**config.mk**
```make
export PLATFORM = sky130hd
export DESIGN_NAME = eth_phy_init
export DESIGN_NICKNAME = d
export VERILOG_FILES = /design/src/rtl/eth_phy_init.sv
export SDC_FILE = /design/constraint.sdc
export NUM_CORES = 1
export LEC_CHECK = 0
export CAP_MARGIN = 20
export CORE_AREA = 2 2 154 156
export DETAILED_ROUTE_END_ITERATION = 6
export DIE_AREA = 0 0 156 158
export HOLD_SLACK_MARGIN = 0.1
export PLACE_DENSITY = 0.45
export RECOVER_POWER = 100
export SETUP_SLACK_MARGIN = 0.3
export SLEW_MARGIN = 40
export SYNTH_ARGS = -nofsm -noshare
export SYNTH_HDL_FRONTEND = slang
export SYNTH_SLANG_ARGS = --single-unit
```
**constraint.sdc**
```tcl
create_clock -name clk -period 2.9 [get_ports clk]
set_input_delay 0.29 -clock clk [delete_from_list [all_inputs] [get_ports clk]]
set_output_delay 0.29 -clock clk [all_outputs]
set_load 0.02 [all_outputs]
```
**src/rtl/eth_phy_init.sv**
```systemverilog
// RTL8211EG bring-up sequencer: waits out PHY settle after e_reset, checks the
// PHY identity, starts auto-negotiation, then polls register 17 for link status.
module eth_phy_init #(
   parameter logic [4:0]  PHY_ADDR = 5'd1,
   parameter int          MDC_DIV  = 10,
   parameter int          WAIT_CYC = 1500000,
   parameter int          POLL_CYC = 500000,
   parameter logic [15:0] PHY_ID1  = 16'h001C,
   parameter logic [15:0] BMCR_VAL = 16'h1340,
   parameter int          ID_RETRY = 3
) (
   input  logic       clk,
   input  logic       rst,
   input  logic       e_reset,
   input  logic       mdio_i,
   output logic       mdc,
   output logic       mdio_o,
   output logic       mdio_oe,
   output logic       phy_ready,
   output logic       link_up,
   output logic [1:0] speed,
   output logic       duplex,
   output logic       id_err,
   output logic       busy
);

   // state    | meaning
   // S_IDLE   | held while e_reset is high; leaves as soon as it is low
   // S_WAIT   | settle delay (WAIT_CYC), or POLL_CYC before an identity retry
   // S_RD_ID  | read frame of register 2 in flight
   // S_CHK_ID | compare identity, retry or give up
   // S_WR_BMCR| write frame of BMCR_VAL to register 0 in flight
   // S_RD_SR  | read frame of register 17 in flight
   // S_UPDATE | load link/speed/duplex from the captured data
   // S_POLL   | POLL_CYC delay between status reads
   // S_ERR    | identity failed; parked until rst or e_reset
   typedef enum logic [3:0] {
      S_IDLE, S_WAIT, S_RD_ID, S_CHK_ID, S_WR_BMCR, S_RD_SR, S_UPDATE, S_POLL, S_ERR
   } state_t;

   localparam int CMAX = (WAIT_CYC > POLL_CYC) ? WAIT_CYC : POLL_CYC;
   localparam int CW   = $clog2(CMAX + 1);
   localparam int DW   = $clog2(MDC_DIV + 1);
   localparam int RW   = $clog2(ID_RETRY + 1);
   localparam logic [CW-1:0] WAIT_LAST  = CW'(WAIT_CYC - 1);
   localparam logic [CW-1:0] POLL_LAST  = CW'(POLL_CYC - 1);
   localparam logic [DW-1:0] DIV_LAST   = DW'(MDC_DIV - 1);
   localparam logic [RW-1:0] RETRY_LAST = RW'(ID_RETRY - 1);

   function automatic logic [63:0] mk_frame(input logic rd, input logic [4:0] regad,
                                            input logic [15:0] data);
      return {32'hFFFF_FFFF, 2'b01, rd ? 2'b10 : 2'b01, PHY_ADDR, regad,
              rd ? 2'b11 : 2'b10, rd ? 16'hFFFF : data};
   endfunction

   state_t          state_q;
   logic [CW-1:0]   cnt_q;
   logic            poll_wait_q;
   logic [RW-1:0]   retry_q;
   logic [DW-1:0]   div_q;
   logic [5:0]      bit_q;
   logic [63:0]     tx_q;
   logic [15:0]     rx_q;
   logic            rd_q;
   logic            done_q;
   logic            mdc_q;
   logic            mdo_q;
   logic            oe_q;
   logic            busy_q;
   logic            ready_q;
   logic            link_q;
   logic [1:0]      speed_q;
   logic            dup_q;
   logic            err_q;

   logic            wait_done;
   logic            poll_done;
   logic            id_ok;
   logic            start_wr;
   logic            start_sr;
   logic            start;
   logic [63:0]     tx_d;

   always_comb begin
      wait_done = (state_q == S_WAIT) && (cnt_q == (poll_wait_q ? POLL_LAST : WAIT_LAST));
      poll_done = (state_q == S_POLL) && (cnt_q == POLL_LAST);
      id_ok     = (state_q == S_CHK_ID) && (rx_q == PHY_ID1);
      start_wr  = id_ok;
      start_sr  = ((state_q == S_WR_BMCR) && done_q) || poll_done;
      start     = wait_done || start_wr || start_sr;
      tx_d      = start_wr ? mk_frame(1'b0, 5'd0, BMCR_VAL)
                           : mk_frame(1'b1, start_sr ? 5'd17 : 5'd2, 16'h0000);
   end

   // Frame engine: tx_q holds the bits still to be sent; the current bit sits in mdo_q.
   always_ff @(posedge clk) begin
      if (rst || e_reset) begin
         busy_q <= 1'b0;
         mdc_q  <= 1'b0;
         mdo_q  <= 1'b1;
         oe_q   <= 1'b0;
         div_q  <= '0;
         bit_q  <= '0;
         tx_q   <= '0;
         rx_q   <= '0;
         rd_q   <= 1'b0;
         done_q <= 1'b0;
      end else begin
         done_q <= 1'b0;
         if (start) begin
            tx_q   <= {tx_d[62:0], 1'b1};
            rd_q   <= !start_wr;
            busy_q <= 1'b1;
            div_q  <= DIV_LAST;
            mdc_q  <= 1'b0;
            bit_q  <= '0;
            mdo_q  <= tx_d[63];
            oe_q   <= 1'b1;
         end else if (busy_q) begin
            if (div_q == DIV_LAST) begin
               div_q <= '0;
               mdc_q <= ~mdc_q;
               if (!mdc_q) begin
                  rx_q <= {rx_q[14:0], mdio_i};
               end else if (bit_q == 6'd63) begin
                  busy_q <= 1'b0;
                  oe_q   <= 1'b0;
                  mdo_q  <= 1'b1;
                  done_q <= 1'b1;
               end else begin
                  bit_q <= bit_q + 6'd1;
                  tx_q  <= {tx_q[62:0], 1'b1};
                  // read frames release the bus from the first turnaround bit onward
                  if (rd_q && (bit_q >= 6'd45)) begin
                     oe_q  <= 1'b0;
                     mdo_q <= 1'b1;
                  end else begin
                     oe_q  <= 1'b1;
                     mdo_q <= tx_q[63];
                  end
               end
            end else begin
               div_q <= div_q + DW'(1);
            end
         end
      end
   end

   always_ff @(posedge clk) begin
      if (rst || e_reset) begin
         state_q     <= S_IDLE;
         cnt_q       <= '0;
         poll_wait_q <= 1'b0;
         retry_q     <= '0;
         ready_q     <= 1'b0;
         link_q      <= 1'b0;
         speed_q     <= 2'b00;
         dup_q       <= 1'b0;
         err_q       <= 1'b0;
      end else begin
         case (state_q)
            S_IDLE: begin
               state_q     <= S_WAIT;
               cnt_q       <= '0;
               poll_wait_q <= 1'b0;
            end
            S_WAIT: begin
               if (wait_done) state_q <= S_RD_ID;
               else           cnt_q   <= cnt_q + CW'(1);
            end
            S_RD_ID: if (done_q) state_q <= S_CHK_ID;
            S_CHK_ID: begin
               if (id_ok) begin
                  state_q <= S_WR_BMCR;
               end else if (retry_q < RETRY_LAST) begin
                  retry_q     <= retry_q + RW'(1);
                  state_q     <= S_WAIT;
                  cnt_q       <= '0;
                  poll_wait_q <= 1'b1;
               end else begin
                  retry_q <= retry_q + RW'(1);
                  err_q   <= 1'b1;
                  state_q <= S_ERR;
               end
            end
            S_WR_BMCR: begin
               if (done_q) begin
                  ready_q <= 1'b1;
                  state_q <= S_RD_SR;
               end
            end
            S_RD_SR: if (done_q) state_q <= S_UPDATE;
            S_UPDATE: begin
               link_q  <= rx_q[10];
               speed_q <= rx_q[15:14];
               dup_q   <= rx_q[13];
               cnt_q   <= '0;
               state_q <= S_POLL;
            end
            S_POLL: begin
               if (poll_done) state_q <= S_RD_SR;
               else           cnt_q   <= cnt_q + CW'(1);
            end
            S_ERR: state_q <= S_ERR;
            default: state_q <= S_IDLE;
         endcase
      end
   end

   assign mdc       = mdc_q;
   assign mdio_o    = mdo_q;
   assign mdio_oe   = oe_q;
   assign busy      = busy_q;
   assign phy_ready = ready_q;
   assign link_up   = link_q;
   assign speed     = speed_q;
   assign duplex    = dup_q;
   assign id_err    = err_q;

endmodule

```
Word level (Yosys, flattened, before mapping) --
Cells that the tools add are included.
Cells by class: mux-type cells 45, div/mod/pow operators 0, $mul 0, bitwise logic cells 7, reduce and logical (&&, ||, !) cells 30, eq/ne operators 23, add/subtract/negate cells 4, order comparisons 2, shift-type cells 0
Operator list (count):
- two-way mux 64 bit | 5
- two-way mux 21 bit | 5
- case mux 21 bit (4 select lines) | 1
- two-way mux 4 bit | 10
- case mux 4 bit (9 select lines) | 1
- two-way mux 30 bit | 1
- adder 21 x 1 -> 21 bit, second input constant | 1
- equality test 21 x 19 -> 1 bit, second input constant | 1
- equality test 21 bit | 1
- two-way mux 1 bit | 20
- != test 2 bit, second input constant | 9
- equality test 16 x 5 -> 1 bit, second input constant | 1
- equality test 4 x 3 -> 1 bit, second input constant | 4
- AND reduction 4 bit | 3
- AND reduction 5 bit | 2
- AND reduction 3 bit | 3
- equality test 4 x 2 -> 1 bit, second input constant | 2
- equality test 4 bit, second input constant | 2
- nonzero test 2 bit | 4
- inverter 1 bit | 7
- adder 6 x 1 -> 6 bit, second input constant | 1
- equality test 6 bit, second input constant | 1
- greater-or-equal comparator 6 bit, second input constant | 1
- AND reduction 2 bit | 3
- other kinds (14) | 22
Word-level totals: output and inout port bits 10, bits of input ports 4, RAM bits 0, memories 0, bits in registers 130, bits in latches 0, logic and storage cells 131, memory bits (read-only) 0

Depth between registers and ports, before layout --
depth in word-level cells 8, depth in mapped cells 10, mapped depth without buffers 8

Worst setup path before layout --
OpenSTA, ideal clock, no wires.
path type flip-flop to flip-flop, start reg cnt_q[0], end reg cnt_q[13], stages on the path, launching flop included 10, period minus slack after synthesis 2.336 ns, setup time 0.070 ns, required time 2.830 ns, path slack 0.564 ns, buffers on the path 2, arrival 2.267 ns, cell sequence dfxtp_1 ha_1 and4_1 nand4_2 o21ai_1 buf_6 or3_1 buf_6 or4_1 a21oi_1
On the way: longest elaborated chain between the ends 4, elaborated cells on any way between the ends 11
Ends and longest elaborated chain:
- from (decl) | line 57 | logic [CW-1:0] cnt_q;
- from (signal assigned) | line 169 | else cnt_q <= cnt_q + CW'(1);
- from (signal assigned) | line 202 | else cnt_q <= cnt_q + CW'(1);
- branches (longest 4 deep; another with adder 21 x 1 -> 21 bit)
Several ways; the timed one is not identified. The select of a mux whose other input is x is not followed. A chain may end at the register's enable or synchronous reset.

Final worst setup path --
start reg cnt_q[0], end reg cnt_q[16]
The elaborated chain is that of the path after synthesis.

==> key figures <==
Outcome
  • Status: finished, violations left
  • Violated checks: max-capacitance violations, max-slew violations

GRT
  • Pin count of the biggest net entering global routing: 44
  • Initial antenna violation count: 0
  • First-pass GRT wire length: roughly 21000 um
  • Grt ovf: 0
  • GRT Util Overall: 10.7%
  • Number of global-route vias before repair: approximately 4200

Timing
  • Worst Max-Slew Pin Slew: about 1.5 ns
  • Final hold violations: 0
  • Tmin final: ~2.5 ns
  • Max Freq: 394 MHz
  • Final setup TNS: 0 ns
  • Clock Skews: approximately 0.0081 ns
  • Final Setup Violations: 0
  • Fin Hold WS: 0.445 ns
  • Pins Over Slew Limit: 42
  • Slew headroom: -2.76%
  • RSZ-0062 raised after global routing: false
  • Tcrit/Tclk final: 87.5%

Synthesis
  • Post-synth EDFFs: 0
  • Library cells used by synthesis: 54
  • Sequential element share of the synthesized area: 47.6%
  • Yosys top cell by area: dfxtp_1
  • Synth warnings: 0
  • Syn Nets: 660
  • Syn_area_per_cell: approximately 8.4 um^2
  • Largest cells by area after synthesis: dfxtp_1 (48%), nand2_1 (9.8%), a31oi_1 (6.1%)
  • Most used DFF post-synth: dfxtp_1
  • Yosys top cell area share: a little under half
  • Post-Syn Area: roughly 0.0055 mm^2
  • Async set-reset flop share out of synthesis: 0%
  • Synth Register Bits: between 100 and 150
  • Synth Instances: 652

Setup path
  • Critical path cell sequence: ha_4 > and4_1 > nand4_1 > o21ai_1 > buf_4 > or4_4 > or3_1 > a21oi_1
  • CP startpoint kind: register
  • Worst r2r src: cnt_q[0]
  • Worst path max stage delay: roughly 0.53 ns
  • RR Endpoint: cnt_q[16]
  • CP startpoint: cnt_q[0]
  • Slowest stage cell, crit path: or4_4
  • R2r setup slk: 0.36 ns
  • FF-to-FF path depth: 8
  • CP Buf/Inv Count: 1
  • CP top delay family: simple AND/OR/NAND/NOR gates
  • CP arrival: roughly 2.9 ns
  • CP endpoint kind: register
  • Worst path required time: 3.24 ns
  • Critical Path End: cnt_q[16]
  • Crit Path Max Fanout: 8
  • CP Class: reg2reg
  • Critical path depth: 8

Route
  • Vias: 4463
  • DR pass1 iterations: 4
  • Drt wl/cell: about 13 um
  • Post-DRT Antenna Nets: 0
  • DRC errors left: 0
  • DR vias/cell: ~4.6
  • Initial DRC count: ~310
  • Drt total wl: ~12000 um

Clocking
  • CTS Buffer Depth: 2
  • Clock sink count: 130
  • H-tree depth: 4
  • CTS tree: done
  • Clock-pin slew on the worst setup and hold paths: around 0.050 ns
  • Clk Latency, worst-skew pair: about 0.41 ns
  • CTS Hold Bufs: 0
  • CTS Buf Count: 17
  • Clock Tree Root: clkbuf_16

Flow run
  • Max_cap viols: 1

Die
  • Initial Utilization: 23.7%
  • Die Height: 158 um
  • DIE AREA: approximately 0.025 mm^2
  • Row cnt: 56
  • Die W: ~160 um
  • # IOs: 14
  • Core area: 0.0231 mm^2

Final layout
  • P&R area growth vs syn: 21.5%
  • Antenna cells: 0
  • Share of layout cells above drive strength 1: around 11%
  • Layout net count: approximately 680

Placed design
  • Final Wtd Congestion: 0.758
  • Post-DP HPWL: a little under 8000 um
  • Number of buffers inserted by port buffering: 13

Pwr
  • Max IR drop VDD: a little under 400 uV
  • Power per cell area: 617 mW/mm^2
  • Power Total: ~4000 uW
  • Static Leak: between 0.002 and 0.0025 uW

Worst hold path
  • Worst Hold Class: reg2reg
[layout by cell type (no fill, tap or decap), drive strengths merged, types with 11 or more instances in the layout]
cell / instances
buf: 24
dlygate4sd3: 11
inv: 13
nand3: 15
nand2: 143
nor2: 59
xnor2: 11
clkbuf: 24
mux2i: 23
nand4: 12
a31oi: 53
dfxtp: 130
o21ai: 16
a21oi: 34
[timing repair]
action / in CTS / in global routing
gates resized for setup: 3 / 5
endpoints found under the setup margin: 27 / 105
hold endpoints to repair: 0 / 0
setup buffers: 0 / 1
pin swaps: 0 / 1
[Yosys cell counts (9+ instances only)]
master,count
nand2_1,143
dfxtp_1,130
nor2_1,59
a31oi_1,53
a21oi_1,34
clkbuf_1,33
mux2i_1,23
nand3_1,15
o21ai_0,13
inv_1,11
nand4_1,11
xnor2_1,11
nor3_1,10
xor2_1,9
[kinds of logic after synthesis]
group                    Yosys count  synth area share, %
adder cells (fa/ha/maj)            4                0.915
AO/OA/AOI/OAI                    122                 13.6
multiplexers                      25                 4.62
AND/OR/NAND/NOR                  296                 25.7
XOR/XNOR                          20                 3.20
buffers and inverters             55                 4.30
flip-flops                       130                 47.6
[tightest hold or removal path: cells and delay by family (launching register included)]
| family | cells | cell delay (ns) |
|---|---|---|
| AOI/OAI and AO/OA | 1 | 0.05 |
| buffers and inverters | 1 | 0.05 |
| DFF | 1 | 0.30 |
[power breakdown]
part	internal (uW)	leakage [uW]	switching, uW
Clock	1430	0.000300	803
Combinational	24.5	0.000715	46.8
Sequential	1790	0.00105	6.25
[worst min path at each step]
| stage | startpoint | to | cells past startpoint |
|---|---|---|---|
| after floorplan | rd_q | rd_q | 2 |
| after global placement | phy_ready | phy_ready | 2 |
| after detailed placement | phy_ready | phy_ready | 2 |
| after CTS | phy_ready | phy_ready | 2 |
| after global routing | tx_q[28] | tx_q[28] | 2 |
| final | phy_ready | phy_ready | 2 |
[stage by stage]
stage | setup slack [ns] | utilization (%) | cell area, um^2 | std cells
after floorplan | 0.564 | - | 5470 | 652
after global routing | 0.155 | 28.8 | 6640 | 970
after CTS | 0.320 | 28.8 | 6630 | 969
final | 0.364 | 28.8 | 6640 | 970
after detailed placement | 0.228 | 26.0 | 6000 | 937
after global placement | 0.299 | 26.0 | 5990 | 937
[layout make-up]
cell class	instances	area [um^2]
Fill cell	2449	16400
Clock inverter	11	150
Inverter	11	41.3
Clock buffer	21	470
Timing Repair Buffer	40	324
Multi-Input combinational cell	467	2690
Tap cell	290	363
Sequential cell	130	2600
[sequential cells by signal (all words and copies together), names as in the netlist]
register     cells
retry_q          2
busy             1
mdc              1
id_err           1
div_q            4
done_q           1
bit_q            6
state_q          4
mdio_o           1
mdio_oe          1
poll_wait_q      1
duplex           1
tx_q            64
cnt_q           21
rd_q             1
speed            2
link_up          1
rx_q            16
phy_ready        1
[layer usage]
layer / share of wire (%) / GRT usage, % / up-vias
li1: - / - / 2315
met1: 53 / 14.7 / 2106
met4: 0.49 / 4.06 / 0
met5: 0 / 0 / -
met3: 2.4 / 3.07 / 2
met2: 44 / 15.8 / 40
No activity file was read; power rests on OpenSTA's default activity.
